$ cat src/rtl/tile_renderer_if.sv
// tile_renderer_if
// Bundles everything the tile renderer exchanges with the outside world,
// apart from clk and rst:
//   - video timing inputs: line_start, active, pix_y
//   - three read ports (tile pattern, attribute/map, palette), each with a
//     registered address and a data bus. The memory returns data in the
//     cycle after the address register changes.
//   - the pixel output stage: pixel_color, pixel_valid, fetch_underrun
// Modports:
//   master - the renderer. It issues the memory addresses and drives the
//            pixel outputs.
//   slave  - the environment: timing generator, memories and DAC side.
interface tile_renderer_if;
  logic        line_start;
  logic        active;
  logic [9:0]  pix_y;

  logic [10:0] tile_memory_read_addr;
  logic [7:0]  tile_memory_read_data;
  logic [11:0] attribute_memory_read_addr;
  logic [7:0]  attribute_memory_read_data;
  logic [3:0]  color_memory_read_addr;
  logic [7:0]  color_memory_read_data;

  logic [7:0]  pixel_color;
  logic        pixel_valid;
  logic        fetch_underrun;

  modport master (
    input  line_start, active, pix_y,
    input  tile_memory_read_data, attribute_memory_read_data, color_memory_read_data,
    output tile_memory_read_addr, attribute_memory_read_addr, color_memory_read_addr,
    output pixel_color, pixel_valid, fetch_underrun
  );

  modport slave (
    output line_start, active, pix_y,
    output tile_memory_read_data, attribute_memory_read_data, color_memory_read_data,
    input  tile_memory_read_addr, attribute_memory_read_addr, color_memory_read_addr,
    input  pixel_color, pixel_valid, fetch_underrun
  );
endinterface

$ cat src/rtl/tile_renderer.sv
// tile_renderer
// Renders one scanline of a COLS x ROWS tile display. The fetch FSM runs
// ahead of the beam and fills a one-tile "next" buffer with the tile's
// pattern byte and attribute byte. The shifter loads that buffer once per
// tile period. The colour stage resolves each pixel through the palette.
// Ports:
//   clk - pixel clock (one pixel per cycle)
//   rst - synchronous, active-high reset
//   bus - tile_renderer_if.master: timing in, memory read ports, pixel out
// Output latency from an active cycle to its pixel_color/pixel_valid is two
// clocks.
module tile_renderer #(
  parameter int          COLS        = 40,
  parameter int          ROWS        = 30,
  parameter int          SCALE_SHIFT = 1,
  parameter logic [11:0] MAP_BASE    = 12'h000,
  parameter logic [11:0] ATTR_BASE   = 12'h800
) (
  input logic            clk,
  input logic            rst,
  tile_renderer_if.master bus
);
  localparam int               COL_W    = $clog2(COLS + 1);
  localparam int               CNT_W    = 3 + SCALE_SHIFT;
  localparam logic [COL_W-1:0] LAST_COL = COL_W'(COLS - 1);
  localparam logic [COL_W-1:0] NUM_COLS = COL_W'(COLS);
  localparam logic [9:0]       NUM_ROWS = 10'(ROWS);

  typedef enum logic [2:0] {IDLE, MAP, ATTR, PATTERN, LATCH, WAIT} state_t;

  state_t           state;
  logic [11:0]      row_base;
  logic [2:0]       line_in_tile;
  logic [COL_W-1:0] col;
  logic [7:0]       tile_index;
  logic [7:0]       attr_byte;
  logic [7:0]       next_pattern;
  logic [7:0]       next_attr;
  logic             next_full;
  logic [7:0]       cur_pattern;
  logic [7:0]       cur_attr;
  logic             cur_ok;
  logic [CNT_W-1:0] pix_cnt;
  logic [COL_W-1:0] consumed;
  logic             line_blank;
  logic             active_d1;

  logic [11:0]      attr_addr;
  logic [10:0]      tile_addr;
  logic [3:0]       color_addr;
  logic [7:0]       pixel_color;
  logic             pixel_valid;
  logic             fetch_underrun;

  logic [9:0]       row_calc;
  logic             load;
  logic             tiles_left;
  logic [7:0]       src_pattern;
  logic [7:0]       src_attr;
  logic             src_ok;
  logic [2:0]       bit_sel;
  logic             pix_bit;
  logic [3:0]       pix_index;

  assign row_calc = bus.pix_y >> (3 + SCALE_SHIFT);

  assign bus.attribute_memory_read_addr = attr_addr;
  assign bus.tile_memory_read_addr      = tile_addr;
  assign bus.color_memory_read_addr     = color_addr;
  assign bus.pixel_color                = pixel_color;
  assign bus.pixel_valid                = pixel_valid;
  assign bus.fetch_underrun             = fetch_underrun;

  // Pixel selection for the current active cycle. On a load cycle the pixel
  // comes straight from the next buffer, so the first pixel of every tile
  // is on time. A tile that was not fetched in time, or that lies beyond
  // the last column, is shown as palette index 0.
  always_comb begin
    load        = bus.active && !bus.line_start && (pix_cnt == '0);
    tiles_left  = (consumed != NUM_COLS);
    src_pattern = cur_pattern;
    src_attr    = cur_attr;
    src_ok      = cur_ok;
    if (load) begin
      src_pattern = next_pattern;
      src_attr    = next_attr;
      src_ok      = next_full && tiles_left && !line_blank;
    end
    bit_sel   = pix_cnt[SCALE_SHIFT +: 3];
    pix_bit   = src_pattern[3'd7 - bit_sel];
    pix_index = 4'd0;
    if (src_ok && !bus.line_start) begin
      pix_index = pix_bit ? src_attr[7:4] : src_attr[3:0];
    end
  end

  // Fetch FSM, shifter and colour stage share one register block because
  // next_full is set by the fetch side and cleared by the shifter. The
  // FSM's set is written last, so it wins on the same edge.
  always_ff @(posedge clk) begin
    if (rst) begin
      state          <= IDLE;
      row_base       <= '0;
      line_in_tile   <= '0;
      col            <= '0;
      tile_index     <= '0;
      attr_byte      <= '0;
      next_pattern   <= '0;
      next_attr      <= '0;
      next_full      <= 1'b0;
      cur_pattern    <= '0;
      cur_attr       <= '0;
      cur_ok         <= 1'b0;
      pix_cnt        <= '0;
      consumed       <= '0;
      line_blank     <= 1'b1;
      active_d1      <= 1'b0;
      attr_addr      <= '0;
      tile_addr      <= '0;
      color_addr     <= '0;
      pixel_color    <= '0;
      pixel_valid    <= 1'b0;
      fetch_underrun <= 1'b0;
    end else begin
      active_d1   <= bus.active;
      pixel_valid <= active_d1;
      color_addr  <= bus.active ? pix_index : 4'd0;
      pixel_color <= active_d1 ? bus.color_memory_read_data : 8'd0;

      if (bus.line_start) begin
        fetch_underrun <= 1'b0;
        pix_cnt        <= '0;
        consumed       <= '0;
        cur_ok         <= 1'b0;
        next_full      <= 1'b0;
        col            <= '0;
        line_in_tile   <= 3'(bus.pix_y >> SCALE_SHIFT);
        row_base       <= 12'(row_calc * COLS);
        // Rows below the tile map are blank. Addresses are held, so no
        // reads are issued for such a line.
        if (row_calc >= NUM_ROWS) begin
          state      <= IDLE;
          line_blank <= 1'b1;
        end else begin
          state      <= MAP;
          line_blank <= 1'b0;
          attr_addr  <= MAP_BASE + 12'(row_calc * COLS);
        end
      end else begin
        if (bus.active) begin
          pix_cnt <= pix_cnt + 1'b1;
        end
        if (load) begin
          cur_pattern <= next_pattern;
          cur_attr    <= next_attr;
          cur_ok      <= src_ok;
          next_full   <= 1'b0;
          if (tiles_left) begin
            consumed <= consumed + 1'b1;
          end
          if (!next_full && tiles_left && !line_blank) begin
            fetch_underrun <= 1'b1;
          end
        end

        // The memories answer on the registered address in the following
        // cycle. Each state therefore consumes the data for the address
        // set on entry and sets up the address for the next state.
        case (state)
          IDLE: begin
          end
          MAP: begin
            tile_index <= bus.attribute_memory_read_data;
            attr_addr  <= ATTR_BASE + row_base + 12'(col);
            state      <= ATTR;
          end
          ATTR: begin
            attr_byte <= bus.attribute_memory_read_data;
            tile_addr <= {tile_index, line_in_tile};
            state     <= PATTERN;
          end
          PATTERN: begin
            state <= LATCH;
          end
          LATCH: begin
            next_pattern <= bus.tile_memory_read_data;
            next_attr    <= attr_byte;
            next_full    <= 1'b1;
            state        <= WAIT;
          end
          WAIT: begin
            if (!next_full) begin
              if (col == LAST_COL) begin
                state <= IDLE;
              end else begin
                col       <= col + 1'b1;
                attr_addr <= MAP_BASE + row_base + 12'(col + 1'b1);
                state     <= MAP;
              end
            end
          end
          default: state <= IDLE;
        endcase
      end
    end
  end
endmodule

$ cat src/flat_wrapper.sv
// flat-port wrapper written by rule: the top's interface ports become plain ports
module tile_renderer_flat 
#(
  parameter int          COLS        = 40,
  parameter int          ROWS        = 30,
  parameter int          SCALE_SHIFT = 1,
  parameter logic [11:0] MAP_BASE    = 12'h000,
  parameter logic [11:0] ATTR_BASE   = 12'h800
)
  (clk, rst, bus_line_start, bus_active, bus_pix_y, bus_tile_memory_read_data, bus_attribute_memory_read_data, bus_color_memory_read_data, bus_tile_memory_read_addr, bus_attribute_memory_read_addr, bus_color_memory_read_addr, bus_pixel_color, bus_pixel_valid, bus_fetch_underrun);
  tile_renderer_if bus_i ();
  input logic clk;
  input logic rst;
  input wire logic [$bits(bus_i.line_start)-1:0] bus_line_start;
  input wire logic [$bits(bus_i.active)-1:0] bus_active;
  input wire logic [$bits(bus_i.pix_y)-1:0] bus_pix_y;
  input wire logic [$bits(bus_i.tile_memory_read_data)-1:0] bus_tile_memory_read_data;
  input wire logic [$bits(bus_i.attribute_memory_read_data)-1:0] bus_attribute_memory_read_data;
  input wire logic [$bits(bus_i.color_memory_read_data)-1:0] bus_color_memory_read_data;
  output wire logic [$bits(bus_i.tile_memory_read_addr)-1:0] bus_tile_memory_read_addr;
  output wire logic [$bits(bus_i.attribute_memory_read_addr)-1:0] bus_attribute_memory_read_addr;
  output wire logic [$bits(bus_i.color_memory_read_addr)-1:0] bus_color_memory_read_addr;
  output wire logic [$bits(bus_i.pixel_color)-1:0] bus_pixel_color;
  output wire logic [$bits(bus_i.pixel_valid)-1:0] bus_pixel_valid;
  output wire logic [$bits(bus_i.fetch_underrun)-1:0] bus_fetch_underrun;
  assign bus_i.line_start = bus_line_start;
  assign bus_i.active = bus_active;
  assign bus_i.pix_y = bus_pix_y;
  assign bus_i.tile_memory_read_data = bus_tile_memory_read_data;
  assign bus_i.attribute_memory_read_data = bus_attribute_memory_read_data;
  assign bus_i.color_memory_read_data = bus_color_memory_read_data;
  assign bus_tile_memory_read_addr = bus_i.tile_memory_read_addr;
  assign bus_attribute_memory_read_addr = bus_i.attribute_memory_read_addr;
  assign bus_color_memory_read_addr = bus_i.color_memory_read_addr;
  assign bus_pixel_color = bus_i.pixel_color;
  assign bus_pixel_valid = bus_i.pixel_valid;
  assign bus_fetch_underrun = bus_i.fetch_underrun;
  tile_renderer #(.COLS(COLS), .ROWS(ROWS), .SCALE_SHIFT(SCALE_SHIFT), .MAP_BASE(MAP_BASE), .ATTR_BASE(ATTR_BASE)) u_core (.clk(clk), .rst(rst), .bus(bus_i));
endmodule
$ cat config.mk
export PLATFORM = sky130hd
export DESIGN_NAME = tile_renderer_flat
export DESIGN_NICKNAME = d
export VERILOG_FILES = /design/src/rtl/tile_renderer_if.sv /design/src/rtl/tile_renderer.sv /design/src/flat_wrapper.sv
export SDC_FILE = /design/constraint.sdc
export NUM_CORES = 1
export LEC_CHECK = 0
export CAP_MARGIN = 20
export CORE_MARGIN = 5
export CORE_UTILIZATION = 54
export CTS_CLUSTER_SIZE = 12
export DETAILED_ROUTE_END_ITERATION = 8
export PLACE_DENSITY_LB_ADDON = 0.08
export SETUP_SLACK_MARGIN = 0.05
export SKIP_LAST_GASP = 1
export SLEW_MARGIN = 0
export SYNTH_ARGS = -nofsm -noshare
export SYNTH_HDL_FRONTEND = slang
export SYNTH_SLANG_ARGS = --single-unit
$ cat constraint.sdc
create_clock -name clk -period 3.8 [get_ports clk]
set_input_delay 1.14 -clock clk [delete_from_list [all_inputs] [get_ports clk]]
set_output_delay 1.14 -clock clk [all_outputs]
set_load 0.05 [all_outputs]
Word level (Yosys, flattened, before mapping)

Index checks and enable logic that the tools add are counted.

RAM bits: 0
Bits in read-only memories: 0
Flip-flop bits (word level): 120
Memories: 0
Input bits: 38
Bits in latches: 0
Logic and storage cells: 94

Equality and inequality tests: 11
$add $sub $neg: 8
Shifts and indexed selects: 0
Bitwise logic cells: 6
Mux-type cells: 19
Div/mod/pow operators: 0
Multiply operators: 1
Reduce and logical (&&, ||, !) cells: 25
$lt $le $gt $ge: 2

Operators with widths:

| kind                   | number |
|---|---|
| $mux 12                | 4 |
| $pmux 12 s2            | 1 |
| $pmux 3 s6             | 1 |
| $mux 8                 | 2 |
| $add 12x12->12         | 1 |
| $add 12x12->12 const A | 1 |
| $add 12x6->12          | 1 |
| $add 6x1->6 const B    | 2 |
| $reduce_and 2->1       | 6 |
| $mul 6x3->9 const B    | 1 |
| $add 6x1->7 const B    | 1 |
| $logic_and 1x1->1      | 7 |
| $mux 1                 | 7 |
| $eq 3x2->1 const B     | 2 |
| $eq 3x3->1 const B     | 2 |
| $eq 6x6->1 const B     | 1 |
| $ge 6x5->1 const B     | 1 |
| $mux 3                 | 2 |
| $ne 3x3->1 const B     | 2 |
| $ne 6x6->1 const B     | 1 |
| $not 1->1              | 6 |
| $add 4x1->4 const B    | 1 |
| $logic_not 4->1        | 1 |
| $lt 3x4->1 const B     | 1 |
| 13 further kinds       | 17 |

Longest topological paths before layout

Gate-level depths: netlist (run 1).

Depth after elaboration: 7
Gate-level depth with buffers: 10

Worst setup path before layout (run 1)

Ideal clock, no wire load.

Kind: input to register
Start point: input port bus_pix_y[5]
End point: register u_core.attr_addr[10] (netlist: u_core.bus.attribute_memory_read_addr[10])
Stages: 9
Path slack: 0.783 ns
Path buffers: 0
Arrival: 2.938 ns
Cell sequence: ha_1 ha_1 fa_1 a21o_1 a21oi_1 xnor2_1 nand2_1 or3_1 o211ai_1

Longest elaborated chain between the ends: 3
Elaborated cells between the ends (all ways): 6

Ends and longest elaborated chain:

| element                                            | line                                       | RTL |
|---|---|---|
| start, declared                                    | flat_wrapper.sv:16                         | `input wire logic [$bits(bus_i.pix_y)-1:0] bus_pix_y;` |
| $mul 6x3->9 / $ge 6x5->1 (equally long branches)   | tile_renderer.sv:147, tile_renderer.sv:141 |  |
| $mux 12 / $ne 2x2->1 (equally long branches)       | --                                         |  |
| $mux 12 / $reduce_and 4->1 (equally long branches) | --                                         |  |
| end signal, assigned                               | tile_renderer.sv:147                       | `attr_addr <= MAP_BASE + 12'(row_calc * COLS);` |
| end signal, assigned                               | tile_renderer.sv:174                       | `attr_addr <= ATTR_BASE + row_base + 12'(col);` |
| end signal, assigned                               | tile_renderer.sv:197                       | `attr_addr <= MAP_BASE + row_base + 12'(col + 1'b1);` |
| end, declared                                      | tile_renderer.sv:48                        | `logic [11:0] attr_addr;` |

Parallel ways exist; a longest one is shown, timed or not. The select of a mux whose other input is x is not followed.
A chain may end at the register's enable or synchronous reset.

Final worst setup path (run 1)

Same ends and word-level chain as after synthesis.

==> out/results.txt, run 1 <==
# fillers: 752
Sw Ratio: 0.246
Register Area: 0.00240 mm^2
Synth Area in XOR/XNOR: 0.0473
Area of the multi-input gates: 0.00262 mm^2
NumNets Final: 720
Antenna viol nets, final: 0
Clock-pin slew on the worst setup and hold paths: 70 ps
Top cell type's share of synthesized area: 0.463
Ys flop type: dfxtp_1
Initial core utilization: 0.559
Simple-Gate Fraction of Synth Area: 0.203
Fraction of the mapped netlist area in adder cells: 0.0598
Antenna violations before repair: 0
Nature of the critical path startpoint: primary input
Deepest clock path buffer count: 2
Vias per cell: 5.17
Pins Over Slew Limit: 0
Final instance area: 0.00660 mm^2
Max-slew headroom: 0.331
Worst EP required: 4240 ps
WL final: 11000 um
Layout area overhead: 27.2%
EDFF count, synth: 0
CTS tree: yes
Max incr delay on CP: 460 ps
Int Power: 2.35 mW
Total negative setup slack: 0 ps
Max-cap violations: 0
H-tree depth: 4
Largest cells by area after synthesis: dfxtp_1 46%, nand2_1 8.6%, a21oi_1 6.8%
Worst hold-check path type: flip-flop to flip-flop
Synth area leader: dfxtp_1
CTS root buf: clkbuf_8
Worst path cell trace: clkdlybuf4s50_1 -> ha_1 -> ha_1 -> fa_1 -> a21o_1 -> a21oi_1 -> xnor2_1 -> nand2_1 -> or3_1 -> o211ai_1
Final setup fails: 0
Fraction of layout instances using a drive strength above 1: 0.0744
Post-synthesis compound-gate area fraction: 0.131
Syn Nets: 651
Slowest stage cell on the critical path: clkdlybuf4s50_1
Worst EP arrival: 3550 ps
Final-report hold violation count: 0
Most frequent cells in the layout: 120 x dfxtp_1, 119 x nand2_1, 72 x clkdlybuf4s50_1, 70 x a21oi_1, 58 x nor2_1
Commonest non-fill, non-tap cell in the layout: dfxtp_1
Number of flip-flops under the largest register name: 12
First-pass GRT wire length: 18900 um
Clock power share: 0.498
Yosys reg bits: 120
Clk_lat worst skew: 520 ps
Via Count: 4145
Placed wire-length estimate: 7600 um
Crit Path Max Fanout: 3
Vias in the first global route: 4080
P_leak: 2.50 nW
Netlist cell types: 50
Clock Skew: 12.2 ps
Critical path endpoint category: flip-flop
Tightest Pin Transition: 1000 ps
CTS Buf Count: 17
Die Area: 0.0117 mm^2
Yosys Warn Count: 0
Crit path kind: primary input to flip-flop
CTS Hold Bufs: 0
Die Span Y: 108 um
Switch Pwr: 0.765 mW
Fin crit share: 0.820
Inserted Diodes: 0
Core area: 0.00928 mm^2
Mux cell area share after synthesis: 0.0646
Most frequent CP cell: ha_1
Largest net degree at the start of global routing: 39
Sinks on the clock net: 120
Area post-placement: 0.00601 mm^2
Starting DRT DRC Count: 199
WL per Instance: 13.8 um
# port buffers: 73
Post-cts gate resize count: 0
Top Ports: 75
Outcome: finished clean
Largest family of logic cells by synthesized area: simple AND/OR/NAND/NOR gates
Syn Inst Count: 590
Placer congestion estimate: 0.867
Hold slack: 449 ps
Detailed Routing Iterations Pass 1: 4
GRT overflow: 0
Unrepaired setup endpoints after global routing: no
Die X: 108 um
Gr usage total: 0.201
Remaining DRCs: 0
Tmin final: 3110 ps
Setup Buffers After CTS: 0
Power share of the sequential group: 0.421
Power Density: 472 mW/mm^2
FP Rows: 35
Comb pwr share: 0.082
Peak supply drop: 0.338 mV
Mapped cell area: 0.00519 mm^2
Async set-reset flop share out of synthesis: 0
Sequential area share after synthesis: 0.463
F_max: 321 MHz
Syn Area/Cell: 8.79 um^2
-- final cells by class --
type / count / share of cell area
repair buffers: 82 / 0.121
clock inverters: 14 / 0.0248
inverters: 9 / 0.00512
multi-input cells: 429 / 0.398
clock buffers: 18 / 0.0633
well taps: 129 / 0.0245
flip-flops and latches: 120 / 0.364
-- cells in the mapped netlist, types with 3 or more instances --
cell and n:
fa_1 3, a211oi_1 6, xnor2_1 14, and2_1 9
buf_2 6, nand2_1 119, inv_1 8, nand3b_1 7
clkbuf_1 24, nand4_1 4, a21oi_1 70, ha_1 20
o21ai_0 7, mux2i_1 29, nand2b_1 3, a21o_1 6
nor2_1 58, xor2_1 14, nor3_1 7, o21a_1 3
nor2b_1 8, dfxtp_1 120, or3_1 4, nand3_1 5
o211ai_1 5
-- worst paths after layout --
| kind | start | end | slack [ps] | depth (start not counted) |
|---|---|---|---|---|
| setup reg to reg | u_core.col[0] | u_core.bus.attribute_memory_read_addr[7] | 1190 | 10 |
| hold / removal | u_core.tile_index[6] | u_core.bus.tile_memory_read_addr[9] | 450 | 2 |
| setup / recovery | bus_pix_y[5] | u_core.bus.attribute_memory_read_addr[10] | 690 | 10 |
| hold reg to reg | u_core.tile_index[6] | u_core.bus.tile_memory_read_addr[9] | 450 | 2 |
-- cells by family (layout without fill, tap and decap cells) --
logic type | Yosys count | in the layout
mux | 31 | 31
buf+inv | 41 | 123
compound gates | 112 | 112
simple gates | 235 | 235
flops | 120 | 120
fa+ha+maj | 23 | 23
xor+xnor | 28 | 28
-- power by group through the flow --
stage / sequential [mW] / clock [mW] / combinational, mW
final: 1.31 / 1.55 / 0.255
after global routing: 1.31 / 1.64 / 0.280
after global placement: 1.34 / 0 / 0.251
after detailed placement: 1.34 / 0 / 0.254
after floorplan: 1.37 / 0 / 0.129
after CTS: 1.31 / 1.57 / 0.256
-- stage by stage --
step	power, mW	cells	setup slack (ps)	util
floorplan	1.50	590	783	-
global placement	1.59	768	207	0.647
detailed placement	1.59	768	172	0.647
CTS	3.13	800	702	0.710
global route	3.24	801	513	0.711
finish	3.11	801	686	0.711
-- critical path, delay by kind of cell --
family,cells,cell delay (ps)
AOI/OAI and AO/OA,3,470
xor gates and xnor gates,1,130
adders and majority gates,3,940
buffers and inverters,1,460
and+or+nand+nor,2,400
-- per-layer routing --
layer  vias to the layer above  routed length (um)  GRT usage
met5                         -                   0          0
met4                         0                 112     0.0631
met3                         9                 551     0.0597
met2                        84                5240      0.331
met1                      1907                5140      0.254
li1                       2145                   -          -
Power figures use the tool's default switching activity.
==> run 2: changes to the inputs <==
Clock period 3.8 ns to 2.9 ns, I/O delays scaled along.
==> run 2 against run 1 <==
  * Global-route usage rose by 1.7 points
  * Final cell count rose by 1.6%
  * Critical path type unchanged
  * Power rose by 26%
  * Critical path depth did not move
  * Highest routed layer unchanged
==> out/results.txt, run 2 (synthesis gave the netlist of run 1 again) <==
Setup ws final: 201 ps
Die Span Y: 108 um
Final-report hold violation count: 0
FF-to-FF setup slack: 330 ps
Detailed Routing Iterations Pass 1: 5
Number of flip-flops under the largest register name: 12
CTS Hold Bufs: 0
H-tree depth: 4
P_leak: 2.55 nW
Gr usage total: 0.218
Remaining DRCs: 0
GRT overflow: 0
Initial core utilization: 0.559
Die X: 108 um
Design Power: 3.92 mW
Final instance area: 0.00667 mm^2
NumNets Final: 733
Starting DRT DRC Count: 223
Pins Over Slew Limit: 0
First-pass GRT wire length: 20400 um
Via Count: 4279
CTS tree: yes
Crit Path Max Fanout: 2
CTS Buf Count: 17
Worst hold-check path type: flip-flop to flip-flop
Core area: 0.00928 mm^2
Layout area overhead: 28.5%
Tmin final: 2700 ps
WL per Instance: 14.7 um
Vias per cell: 5.26
Most frequent cells in the layout: 120 x dfxtp_1, 119 x nand2_1, 72 x clkdlybuf4s50_1, 69 x a21oi_1, 58 x nor2_1
Nature of the critical path startpoint: primary input
Sinks on the clock net: 120
Commonest non-fill, non-tap cell in the layout: dfxtp_1
WL final: 11900 um
R2R cell count: 10
Critical path endpoint category: flip-flop
Area post-placement: 0.00612 mm^2
Max-slew headroom: 0.441
Final setup fails: 0
Max-cap violations: 0
Antenna viol nets, final: 0
Clk_lat worst skew: 520 ps
Clock Skew: 13.9 ps
Fraction of layout instances using a drive strength above 1: 0.0978
Fin crit share: 0.931
Antenna violations before repair: 0
CTS root buf: clkbuf_8
Tightest Pin Transition: 833 ps
Unrepaired setup endpoints after global routing: no
Core Util, Final: 0.718
Pre-CTS setup slack: -437 ps
Deepest clock path buffer count: 2
# fillers: 731
# port buffers: 73
FP Rows: 35
Clock-pin slew on the worst setup and hold paths: 60 ps
Worst EP arrival: 3130 ps
Largest net degree at the start of global routing: 51
Outcome: finished clean
Placed wire-length estimate: 8210 um
Hold path depth: 2
Min-Delay Startpoint: u_core.line_in_tile[2]
Inserted Diodes: 0
Die Area: 0.0117 mm^2
Worst Hold End: u_core.bus.tile_memory_read_addr[2]
Reg2reg end: u_core.bus.attribute_memory_read_addr[7]
Crit path kind: primary input to flip-flop
Worst EP required: 3330 ps
Vias in the first global route: 4341
Top Ports: 75
F_max: 371 MHz
Peak supply drop: 0.444 mV
Placer congestion estimate: 0.847
Power Density: 588 mW/mm^2
R2R Path Start: u_core.col[0]
==> run 2: how the worst max path moves through the flow <==
stage	cells after the start	to	from
floorplan	9	u_core.bus.attribute_memory_read_addr[10]	bus_pix_y[5]
global route	10	u_core.bus.attribute_memory_read_addr[10]	bus_pix_y[5]
finish	10	u_core.bus.attribute_memory_read_addr[10]	bus_pix_y[5]
global placement	10	u_core.bus.attribute_memory_read_addr[10]	bus_pix_y[5]
CTS	10	u_core.bus.attribute_memory_read_addr[10]	bus_pix_y[5]
detailed placement	10	u_core.bus.attribute_memory_read_addr[10]	bus_pix_y[5]
==> run 2: area by class of cell <==
type / instances / area [um^2] / area share
clock buffer: 18 / 428 / 0.0642
clock inverter: 14 / 100 / 0.0150
inverter: 9 / 33.8 / 0.00507
multi-input combinational: 429 / 2630 / 0.395
sequential: 120 / 2400 / 0.360
tap: 129 / 161 / 0.0242
timing repair buffer: 95 / 907 / 0.136
==> run 2: metal layers <==
layer / GRT usage / part of all wire / vias up
li1: - / - / 2171
met1: 0.274 / 0.44 / 1996
met2: 0.363 / 0.50 / 100
met3: 0.0597 / 0.049 / 12
met4: 0.0712 / 0.011 / 0
met5: 0 / 0 / -
==> run 2: report_power, final <==
part | switching (mW) | internal, mW | total, mW
Sequential | 0.0319 | 1.69 | 1.72
Combinational | 0.196 | 0.164 | 0.360
Clock | 0.769 | 1.07 | 1.84
==> run 2: metrics by stage <==
step                setup TNS (ps)  hold slack, ps  std cells
floorplan                        0             431        590
global placement             -1070             437        781
detailed placement           -2290             445        781
CTS                              0             452        813
global route                     0             463        814
finish                           0             451        814
==> run 2: timing repair <==
action / in CTS / in global routing
resized for setup: 0 / 3
setup endpoints to repair: 0 / 1
buffers inserted: 0 / 0
==> run 2: critical path, cell delays in order <==
cell and delay [ps]:
clkdlybuf4s50_1 420, ha_1 310, ha_2 210, fa_2 350, a21o_1 210, a21oi_2 130, xnor2_1 130, nand2_1 80
or3_1 320, o211ai_1 90
==> run 3: changes to the inputs <==
Settings changed: CORE_ASPECT_RATIO set to 1.4, CORE_MARGIN 5 to 8.
==> run 3 against run 2 <==
  * Clock power is 6% higher
  * Sequential cell count unchanged
  * Power increased by 2.7%
  * Critical path depth is the same
  * Wire length increased by 0.39%
  * Sequential power barely moved
  * Via count increased by 0.89%
  * Register-to-register slack improved by 30 ps
  * Fmax decreased by 2.4%
  * Die area rose by 12%
  * Non-clock buffer count rose by 3
==> out/results.txt, run 3 (synthesis gave the netlist of run 1 again) <==
Via Count: 4317
Top Ports: 75
Max incr delay on CP: 430 ps
Sw Ratio: 0.233
Clock-pin slew on the worst setup and hold paths: 50 ps
Nature of the critical path startpoint: primary input
Area of the multi-input gates: 0.00263 mm^2
Antenna viol nets, final: 0
Crit Path Max Fanout: 2
Final instance area: 0.00668 mm^2
Remaining DRCs: 0
Number of flip-flops under the largest register name: 12
Largest net degree at the start of global routing: 92
Fraction of layout instances using a drive strength above 1: 0.0946
Fin crit share: 0.954
Uppermost layer routed: met4
Clock Skew: 6.80 ps
H-tree depth: 4
Final-report hold violation count: 0
Most frequent cells in the layout: 120 x dfxtp_1, 119 x nand2_1, 72 x clkdlybuf4s50_1, 69 x a21oi_1, 58 x nor2_1
CTS root buf: clkbuf_16
Commonest non-fill, non-tap cell in the layout: dfxtp_1
Final setup fails: 0
Tmin final: 2770 ps
FP Rows: 42
Placer congestion estimate: 0.832
CTS Hold Bufs: 0
GRT overflow: 0
Area post-placement: 0.00612 mm^2
Critical path endpoint category: flip-flop
Inserted Diodes: 0
Initial core utilization: 0.551
Vias in the first global route: 4535
Vias per cell: 5.42
Sinks on the clock net: 120
# port buffers: 73
Peak supply drop: 0.496 mV
Clk_lat worst skew: 410 ps
Worst hold-check path type: flip-flop to flip-flop
Antenna violations before repair: 0
Crit path kind: primary input to flip-flop
Hold slack: 452 ps
First-pass GRT wire length: 20500 um
Die X: 98.8 um
Clock power share: 0.484
Pins Over Slew Limit: 0
F_max: 361 MHz
Max-cap violations: 0
Register Area: 0.00240 mm^2
CP top delay family: adder cells
Power share of the sequential group: 0.427
Max-slew headroom: 0.311
Met2 WL post-DR: 6300 um
DR WL met3: 517 um
Starting DRT DRC Count: 196
Die Area: 0.0130 mm^2
WL met1: 4900 um
Switch Pwr: 0.936 mW
Unrepaired setup endpoints after global routing: no
Deepest clock path buffer count: 2
Core Util, Final: 0.711
# fillers: 744
Comb pwr share: 0.089
CTS tree: yes
NumNets Final: 736
Outcome: finished clean
Layout area overhead: 28.8%
CTS Buf Count: 17
Crit path buf inv count: 1
Detailed Routing Iterations Pass 1: 4
P_leak: 2.57 nW
Placed wire-length estimate: 8330 um
Die Span Y: 132 um
Worst EP required: 3230 ps
Power Density: 602 mW/mm^2
WL per Instance: 15.0 um
Slowest stage cell on the critical path: clkdlybuf4s50_1
Worst path cell trace: clkdlybuf4s50_1 -> ha_1 -> ha_2 -> fa_2 -> a21o_1 -> a21oi_2 -> xnor2_1 -> nand2_1 -> or3_1 -> o211ai_1
WL final: 12000 um
Worst EP arrival: 3090 ps
Core area: 0.00941 mm^2
Int Power: 3.09 mW
Gr usage total: 0.192
Tightest Pin Transition: 1030 ps
-- run 3: power by group through the flow --
stage,clock (mW),combinational (mW),sequential [mW]
2_1_floorplan,0,0.169,1.79
3_3_place_gp,0,0.349,1.75
3_5_place_dp,0,0.355,1.75
4_1_cts,1.98,0.361,1.72
5_1_grt,2.05,0.393,1.72
6_report,1.95,0.360,1.72
-- run 3: stage by stage --
step / cells / TNS [ps] / power [mW] / worst slack, ps
finish: 797 / 0 / 4.03 / 133
global route: 797 / 0 / 4.16 / 53.1
CTS: 796 / 0 / 4.05 / 51.1
detailed placement: 765 / -1420 / 2.11 / -391
global placement: 765 / -1010 / 2.10 / -379
floorplan: 590 / 0 / 1.96 / 153
-- run 3: layer usage --
layer,vias to the layer above,track usage
met4,0,0.0831
met5,-,0
met3,21,0.0581
met1,2042,0.200
met2,90,0.343
li1,2164,-
-- run 3: path summary, 6_finish.rpt --
| kind | start | endpoint | slack [ps] | cells after the start |
|---|---|---|---|---|
| worst min register to register | u_core.bus.tile_memory_read_addr[7] | u_core.bus.tile_memory_read_addr[7] | 450 | 2 |
| worst max register to register | u_core.col[0] | u_core.bus.attribute_memory_read_addr[8] | 360 | 9 |
| worst max-delay path | bus_pix_y[7] | u_core.bus.attribute_memory_read_addr[10] | 130 | 10 |
| worst min-delay path | u_core.bus.tile_memory_read_addr[7] | u_core.bus.tile_memory_read_addr[7] | 450 | 2 |
-- run 3: timing repair --
item / 4_1_cts / 5_1_grt
buffers inserted: 0 / 1
pin swaps: 0 / 4
setup endpoints to repair: 1 / 1
gates resized for setup: 2 / 1
-- run 3: worst register-to-register path, delay by kind of cell, from the launching register on --
kind / cells / cell delay [ps]
flip-flops: 1 / 410
AO/OA/AOI/OAI: 4 / 960
adder cells (fa/ha/maj): 2 / 550
AND/OR/NAND/NOR: 2 / 230
XOR/XNOR: 1 / 280
-- run 3: final cells by class --
type                            instances  share of cell area
Tap cell                              110              0.0206
Inverter                                9             0.00505
Clock inverter                          7              0.0105
Clock buffer                           24              0.0721
Sequential cell                       120               0.359
Timing Repair Buffer                   98               0.139
Multi-Input combinational cell        429               0.394
